==> config.mk <==
export PLATFORM = sky130hd
export DESIGN_NAME = clkdiv_pwm_multi
export DESIGN_NICKNAME = d
export VERILOG_FILES = /design/src/rtl/clkdiv_pkg.sv /design/src/rtl/clkdiv_chan.sv /design/src/rtl/clkdiv_pwm_multi.sv
export SDC_FILE = /design/constraint.sdc
export NUM_CORES = 1
export LEC_CHECK = 0
export ABC_AREA = 1
export ABC_CLOCK_PERIOD_IN_PS = 2560
export CAP_MARGIN = 10
export CORE_MARGIN = 5
export CORE_UTILIZATION = 48
export CTS_CLUSTER_DIAMETER = 80
export CTS_CLUSTER_SIZE = 10
export DETAILED_ROUTE_END_ITERATION = 8
export HOLD_SLACK_MARGIN = 0.15
export PLACE_DENSITY = 0.68
export SLEW_MARGIN = 20
export SYNTH_ARGS = -nofsm -noshare
export SYNTH_HDL_FRONTEND = slang
export SYNTH_SLANG_ARGS = --single-unit
==> constraint.sdc <==
create_clock -name clk_in -period 2.56 [get_ports clk_in]
set_clock_uncertainty 0.1 [all_clocks]
set_input_delay 0.768 -clock clk_in [delete_from_list [all_inputs] [get_ports clk_in]]
set_output_delay 0.768 -clock clk_in [all_outputs]
set_load 0.02 [all_outputs]
==> src/rtl/clkdiv_pkg.sv <==
`default_nettype none
// ============================================================================
// Module   : clkdiv_pkg
// Purpose  : Shared types and helpers for the multi-channel clock divider /
//            PWM generator (channel state enum, channel-index width function).
// Ports    : none (package)
// Macros   : none
// Revision : 1.0 - initial release
// ============================================================================
package clkdiv_pkg;

    // Per-channel run state.
    typedef enum logic [0:0] {
        IDLE = 1'b0,
        RUN  = 1'b1
    } chan_state_t;

    // Width of a channel index; never below one bit so a single-channel
    // build still has a legal select port.
    function automatic int ch_idx_w(input int n);
        return (n > 1) ? $clog2(n) : 1;
    endfunction

endpackage
`default_nettype wire

==> src/rtl/clkdiv_chan.sv <==
`default_nettype none
// ============================================================================
// Module   : clkdiv_chan
// Purpose  : One divider/PWM channel: IDLE/RUN state, free-running period
//            counter, shadow and active period/duty registers, registered
//            clk_out and tick outputs.
// Ports    : clk_in, rst_n     - clock, asynchronous active-low reset
//            en                - run enable
//            sync              - force counter to 0 and apply shadows
//            wr_en             - accepted config write for this channel
//            wr_period/wr_duty - config data for the shadow registers
//            pending           - shadow holds a not-yet-applied write
//            clk_out, tick     - divided clock and wrap pulse
// Macros   : none (sync is tied low by the top when unused)
// Revision : 1.0 - initial release
// ============================================================================
module clkdiv_chan
    import clkdiv_pkg::*;
#(
    parameter int WIDTH      = 20,
    parameter int DEF_PERIOD = 750000,
    parameter int DEF_DUTY   = 250000
) (
    input  logic             clk_in,
    input  logic             rst_n,
    input  logic             en,
    input  logic             sync,
    input  logic             wr_en,
    input  logic [WIDTH-1:0] wr_period,
    input  logic [WIDTH-1:0] wr_duty,
    output logic             pending,
    output logic             clk_out,
    output logic             tick
);

    localparam logic [WIDTH-1:0] RST_PERIOD = WIDTH'(DEF_PERIOD);
    localparam logic [WIDTH-1:0] RST_DUTY   = WIDTH'(DEF_DUTY);

    chan_state_t      state;
    logic [WIDTH-1:0] count;
    logic [WIDTH-1:0] active_period;
    logic [WIDTH-1:0] active_duty;
    logic [WIDTH-1:0] shadow_period;
    logic [WIDTH-1:0] shadow_duty;

    always_ff @(posedge clk_in or negedge rst_n) begin
        if (!rst_n) begin
            state         <= IDLE;
            count         <= '0;
            clk_out       <= 1'b0;
            tick          <= 1'b0;
            pending       <= 1'b0;
            active_period <= RST_PERIOD;
            active_duty   <= RST_DUTY;
            shadow_period <= RST_PERIOD;
            shadow_duty   <= RST_DUTY;
        end else begin
            state <= en ? RUN : IDLE;

            // Dropping en clears the outputs on the same edge the state
            // leaves RUN, so only RUN with en still high keeps counting.
            if (state == RUN && en) begin
                clk_out <= (count < active_duty);
                if (sync) begin
                    count <= '0;
                    tick  <= 1'b0;
                    if (pending) begin
                        active_period <= shadow_period;
                        active_duty   <= shadow_duty;
                        pending       <= 1'b0;
                    end
                end else if (count == active_period) begin
                    count <= '0;
                    tick  <= 1'b1;
                    // New settings only ever land on a period boundary.
                    if (pending) begin
                        active_period <= shadow_period;
                        active_duty   <= shadow_duty;
                        pending       <= 1'b0;
                    end
                end else begin
                    count <= count + 1'b1;
                    tick  <= 1'b0;
                end
            end else begin
                count   <= '0;
                clk_out <= 1'b0;
                tick    <= 1'b0;
                if (pending) begin
                    active_period <= shadow_period;
                    active_duty   <= shadow_duty;
                    pending       <= 1'b0;
                end
            end

            // A write is only accepted while pending is clear, so it never
            // collides with the apply above; one landing on a wrap edge
            // therefore waits for the following wrap.
            if (wr_en) begin
                shadow_period <= wr_period;
                shadow_duty   <= wr_duty;
                pending       <= 1'b1;
            end
        end
    end

endmodule
`default_nettype wire

==> src/rtl/clkdiv_pwm_multi.sv <==
`default_nettype none
// ============================================================================
// Module   : clkdiv_pwm_multi
// Purpose  : CHANNELS independent clock dividers / PWM generators with a
//            valid/ready configuration port. Writes go to a per-channel
//            shadow and take effect at that channel's next period wrap.
// Ports    : clk_in, rst_n            - clock, asynchronous active-low reset
//            en[CHANNELS]             - per-channel run enable
//            sync (optional)          - restart all running channels
//            cfg_valid / cfg_ready    - config write handshake
//            cfg_ch, cfg_period, cfg_duty - target channel and new values
//            clk_out[CHANNELS]        - divided clock per channel
//            tick[CHANNELS]           - one-cycle wrap pulse per channel
// Macros   : CLKDIV_SYNC_EN - adds the sync input; absent by default
// Revision : 1.0 - initial release
// ============================================================================
module clkdiv_pwm_multi
    import clkdiv_pkg::*;
#(
    parameter int CHANNELS   = 4,
    parameter int WIDTH      = 20,
    parameter int DEF_PERIOD = 750000,
    parameter int DEF_DUTY   = 250000
) (
    input  logic                          clk_in,
    input  logic                          rst_n,
    input  logic [CHANNELS-1:0]           en,
`ifdef CLKDIV_SYNC_EN
    input  logic                          sync,
`endif
    input  logic                          cfg_valid,
    output logic                          cfg_ready,
    input  logic [ch_idx_w(CHANNELS)-1:0] cfg_ch,
    input  logic [WIDTH-1:0]              cfg_period,
    input  logic [WIDTH-1:0]              cfg_duty,
    output logic [CHANNELS-1:0]           clk_out,
    output logic [CHANNELS-1:0]           tick
);

    localparam int IDX_W = ch_idx_w(CHANNELS);

    logic [CHANNELS-1:0]     pending;
    logic [(1<<IDX_W)-1:0]   ready_vec;
    logic                    sync_all;

`ifdef CLKDIV_SYNC_EN
    assign sync_all = sync;
`else
    assign sync_all = 1'b0;
`endif

    // Ready table covers every encodable index; unused indices read as
    // ready so writes to them are swallowed.
    generate
        for (genvar i = 0; i < (1 << IDX_W); i++) begin : g_ready
            if (i < CHANNELS) begin : g_live
                assign ready_vec[i] = ~pending[i];
            end else begin : g_void
                assign ready_vec[i] = 1'b1;
            end
        end
    endgenerate

    assign cfg_ready = ready_vec[cfg_ch];

    generate
        for (genvar i = 0; i < CHANNELS; i++) begin : g_chan
            logic wr_en;
            assign wr_en = cfg_valid && cfg_ready && (cfg_ch == IDX_W'(i));

            clkdiv_chan #(
                .WIDTH      (WIDTH),
                .DEF_PERIOD (DEF_PERIOD),
                .DEF_DUTY   (DEF_DUTY)
            ) u_chan (
                .clk_in    (clk_in),
                .rst_n     (rst_n),
                .en        (en[i]),
                .sync      (sync_all),
                .wr_en     (wr_en),
                .wr_period (cfg_period),
                .wr_duty   (cfg_duty),
                .pending   (pending[i]),
                .clk_out   (clk_out[i]),
                .tick      (tick[i])
            );
        end
    endgenerate

endmodule
`default_nettype wire

==> results.md <==
* Count of unresolved DRC violations after routing at 0
* Largest area contributor in the synthesized netlist: dfrtp_1
* Number of standard cells in the layout, taps in and fillers out at between 3000 and 4000
* Relative contribution of combinational cells to total power at a little under a fifth
* Highest routed layer: met4
* Flip-flop and latch count after synthesis at about 420
* Count of flip-flops with a built-in enable after synthesis at 0
* Leakage dissipation at about 12 nW
* Antenna viol nets, final at 0
* Most frequently used flop master after synthesis: dfrtp_1
* TritonRoute pass-1 iters at 5
* Clk pin slew, worst setup/hold paths at 60 ps
* Wire length of the first global-routing pass at 89400 um
* CTS buffer count at 47
* Synthesized area per cell at approximately 8 um2
* Sw Share at a little under a third
* Die area at approximately 48000 um2
* Ranking of synthesized cells by area: dfrtp_1 (34%), nand2_1 (17%), dfstp_2 (17%)
* Netlist area before placement at between 20000 and 25000 um2
* Slew of the pin with the lowest slew margin at 637 ps
* Maximum number of pins on one net before global-route repair at 65
* CTS tree: done
* Final setup fails at 0
* Via count of the first global-routing pass at 16924
* Total net switching power at around 5.7 mW
* Detailed-routed wire length on met2 at ~25000 um
* Global-route total usage across every layer at 23.1%
* Met1 routed wirelength after detailed routing at 23800 um
* Antenna cells at 0
* Worst slew slack as a fraction of its limit at between 50 and 60%
* Class of the most critical hold timing path: reg -> reg
* Number of antenna violations at the first check in global routing at 0
* Total gr overflow at 0
* Max H-tree Level at 2
* Kind of critical path: reg -> out
* F_max at 399 MHz
* Async set or reset register ratio after synthesis at 100%
* Detailed-route via count at 17451
* Post-DP HPWL at around 38000 um
* Final Max Slew Viols at 0
* Sequential-to-total area share from yosys stat at 50.7%
* Overall routed net length at around 54000 um
* Placement Rows at 76
* Area overhead of the layout relative to synthesis at 12.8%
* Layout cells sized above 1 at 9.85%
* Ports placed on the boundary at 58
* Number of buffers inserted by port buffering at 57
* Number of cells after detailed placement at about 3200
* Number of library cell types mapped by synthesis at 32
* Layout Utilization at between 50% and 60%
* Clock latency of the later-clocked register in the worst-skew pair at 570 ps
* Critical Path Sink Type: primary output
* Clock root cell: clkbuf_16
* CP startpoint kind: flip-flop
* Power per cell area at 805 nW/um2
* Final weighted congestion in routability-driven placement at between 0.8 and 0.9
* Post-synth net total at around 2700
* Area of the multi-input gates at 8770 um2
* Max cap viols at 0
* Req. time, crit path at about 1700 ps
* Starting utilization of the core area at between 40% and 50%
* Crit Path Max Fanout at 2
* Count of endpoints failing hold in the final timing report at 0
* Num Clock Sinks at between 400 and 500
* Most used cells in the layout excluding fill and tap cells: nand2_1 (958), dfrtp_1 (280), inv_1 (234), nand3_1 (215), nor2_1 (194)
* Outcome: finished clean
* Area of the core at 43100 um2
* Gate Count Post-Synth at roughly 2600
* Final period demand of the worst path at approximately 2500 ps
* Synth top area share at about 34%
* Final cycle utilization of the critical path at between 90% and 100%
* Share of total power in sequential cells at between 40% and 50%
* Chip height at between 200 and 250 um
* Sequential standard cell area at approximately 11000 um2
* Syn. warnings at 0
* Vias/cell at roughly 5.4
* Violation count after the first detailed-routing iteration at approximately 1200
* Clk pwr share at between 30 and 40%
* Routed wl met3 at 3500 um
* Average wire per standard cell at approximately 17 um
* Cell internal pwr at approximately 13 mW
* Clk buf depth at 3
* Data arrival time of the worst path at approximately 1600 ps
* Horizontal die dimension at approximately 220 um
* Fillers at 3937
* Final layout net count at 2762
* Worst IR Drop VDD at 478 uV
* Most frequent standard cell in the layout excluding fill and tap cells: nand2_1
==> through the flow <==
stage	hold WS [ps]	cell area (um2)	TNS (ps)	worst slack [ps]	total power [mW]
floorplan	342	20900	0	68.3	11.5
global placement	350	22100	-94040	-920	12.6
detailed placement	354	22100	-95120	-909	12.8
CTS	363	23500	-21.9	-21.9	19.1
global route	376	23600	-3.86	-3.86	20.1
finish	361	23600	0	51.6	19.0
==> layout make-up <==
| type | count | area share (%) |
|---|---|---|
| Sequential cell | 416 | 44.9 |
| Multi-Input combinational cell | 1816 | 37.2 |
| Clock buffer | 84 | 5.76 |
| Timing Repair Buffer | 113 | 5.04 |
| Inverter | 239 | 3.81 |
| Tap cell | 585 | 3.11 |
| Clock inverter | 1 | 0.127 |
==> registers in the layout, indices dropped and copies added (netlist names) <==
register,flops
g_chan.u_chan.state,4
g_chan.u_chan.clk_out,4
g_chan.u_chan.tick,4
g_chan.u_chan.active_duty,80
g_chan.u_chan.shadow_duty,80
g_chan.u_chan.pending,4
g_chan.u_chan.shadow_period,80
g_chan.u_chan.count,80
g_chan.u_chan.active_period,80
==> Yosys cell counts (5+ instances only) <==
library cell  number
xnor2_1           27
nor3_1            43
dfrtp_1          280
buf_4             21
a21oi_1           37
o21ai_0           19
nand3_1          215
dfstp_2          136
clkbuf_1          60
nor2_1           197
buf_1              5
xor2_1            32
buf_2             52
nand4_1          182
inv_1            235
nand2_1          962
ha_1              80
==> power groups by stage <==
| stage | sequential [mW] | clock, mW | combinational [mW] |
|---|---|---|---|
| after floorplan | 8.95 | 0 | 2.58 |
| after global placement | 9.23 | 0 | 3.39 |
| after detailed placement | 9.25 | 0 | 3.55 |
| after CTS | 9.17 | 6.36 | 3.59 |
| after global routing | 9.35 | 6.60 | 4.15 |
| final | 9.18 | 6.22 | 3.57 |
==> kinds of logic (layout without fill, tap and decap cells) <==
group,count (synthesis),in the layout,share of synthesized area [%]
AND/OR/NAND/NOR,1604,1604,32.7
flip-flops,416,416,50.7
adder cells (fa/ha/maj),80,80,4.80
XOR/XNOR,59,59,2.48
buffers and inverters,377,437,7.47
AO/OA/AOI/OAI,73,73,1.92
==> worst paths after layout <==
check / to / startpoint / depth (start not counted) / slack (ps)
worst max-delay path: cfg_ready / g_chan[0].u_chan.pending$_DFFE_PN0P_ / 5 / 50
worst min-delay path: g_chan[1].u_chan.shadow_period[4]$_DFFE_PN1P_ / g_chan[1].u_chan.shadow_period[4]$_DFFE_PN1P_ / 2 / 360
worst max register to register: g_chan[2].u_chan.shadow_duty[0]$_DFFE_PN0P_ / g_chan[0].u_chan.pending$_DFFE_PN0P_ / 10 / 270
worst min register to register: g_chan[1].u_chan.shadow_period[4]$_DFFE_PN1P_ / g_chan[1].u_chan.shadow_period[4]$_DFFE_PN1P_ / 2 / 360
max in group asynchronous: g_chan[1].u_chan.active_period[19]$_DFFE_PN1P_ / rst_n / 3 / 980
min in group asynchronous: g_chan[0].u_chan.count[12]$_DFF_PN0_ / rst_n / 2 / 610
==> what timing repair did <==
| action | 4_1_cts | 5_1_grt |
|---|---|---|
| hold buffers | 1 | 0 |
| setup buffers | 1 | 1 |
| resized for setup | 15 | 2 |
| setup endpoints to repair | 85 | 1 |
| pin swaps | 1 | 0 |
| hold endpoints to repair | 22 | 0 |
==> critical path, stage by stage (launching register included) <==
cell and delay (ps):
dfrtp_1 390, a22oi_2 180, o21ai_2 90, a21oi_4 140
buf_12 140, buf_6 110
==> routing by layer <==
metal | vias to the layer above | track usage [%]
li1 | 8414 | -
met1 | 8430 | 31.7
met2 | 479 | 36.4
met3 | 128 | 4.95
met4 | 0 | 8.56
met5 | - | 0
Note: power is estimated with default switching activity, not from simulation.
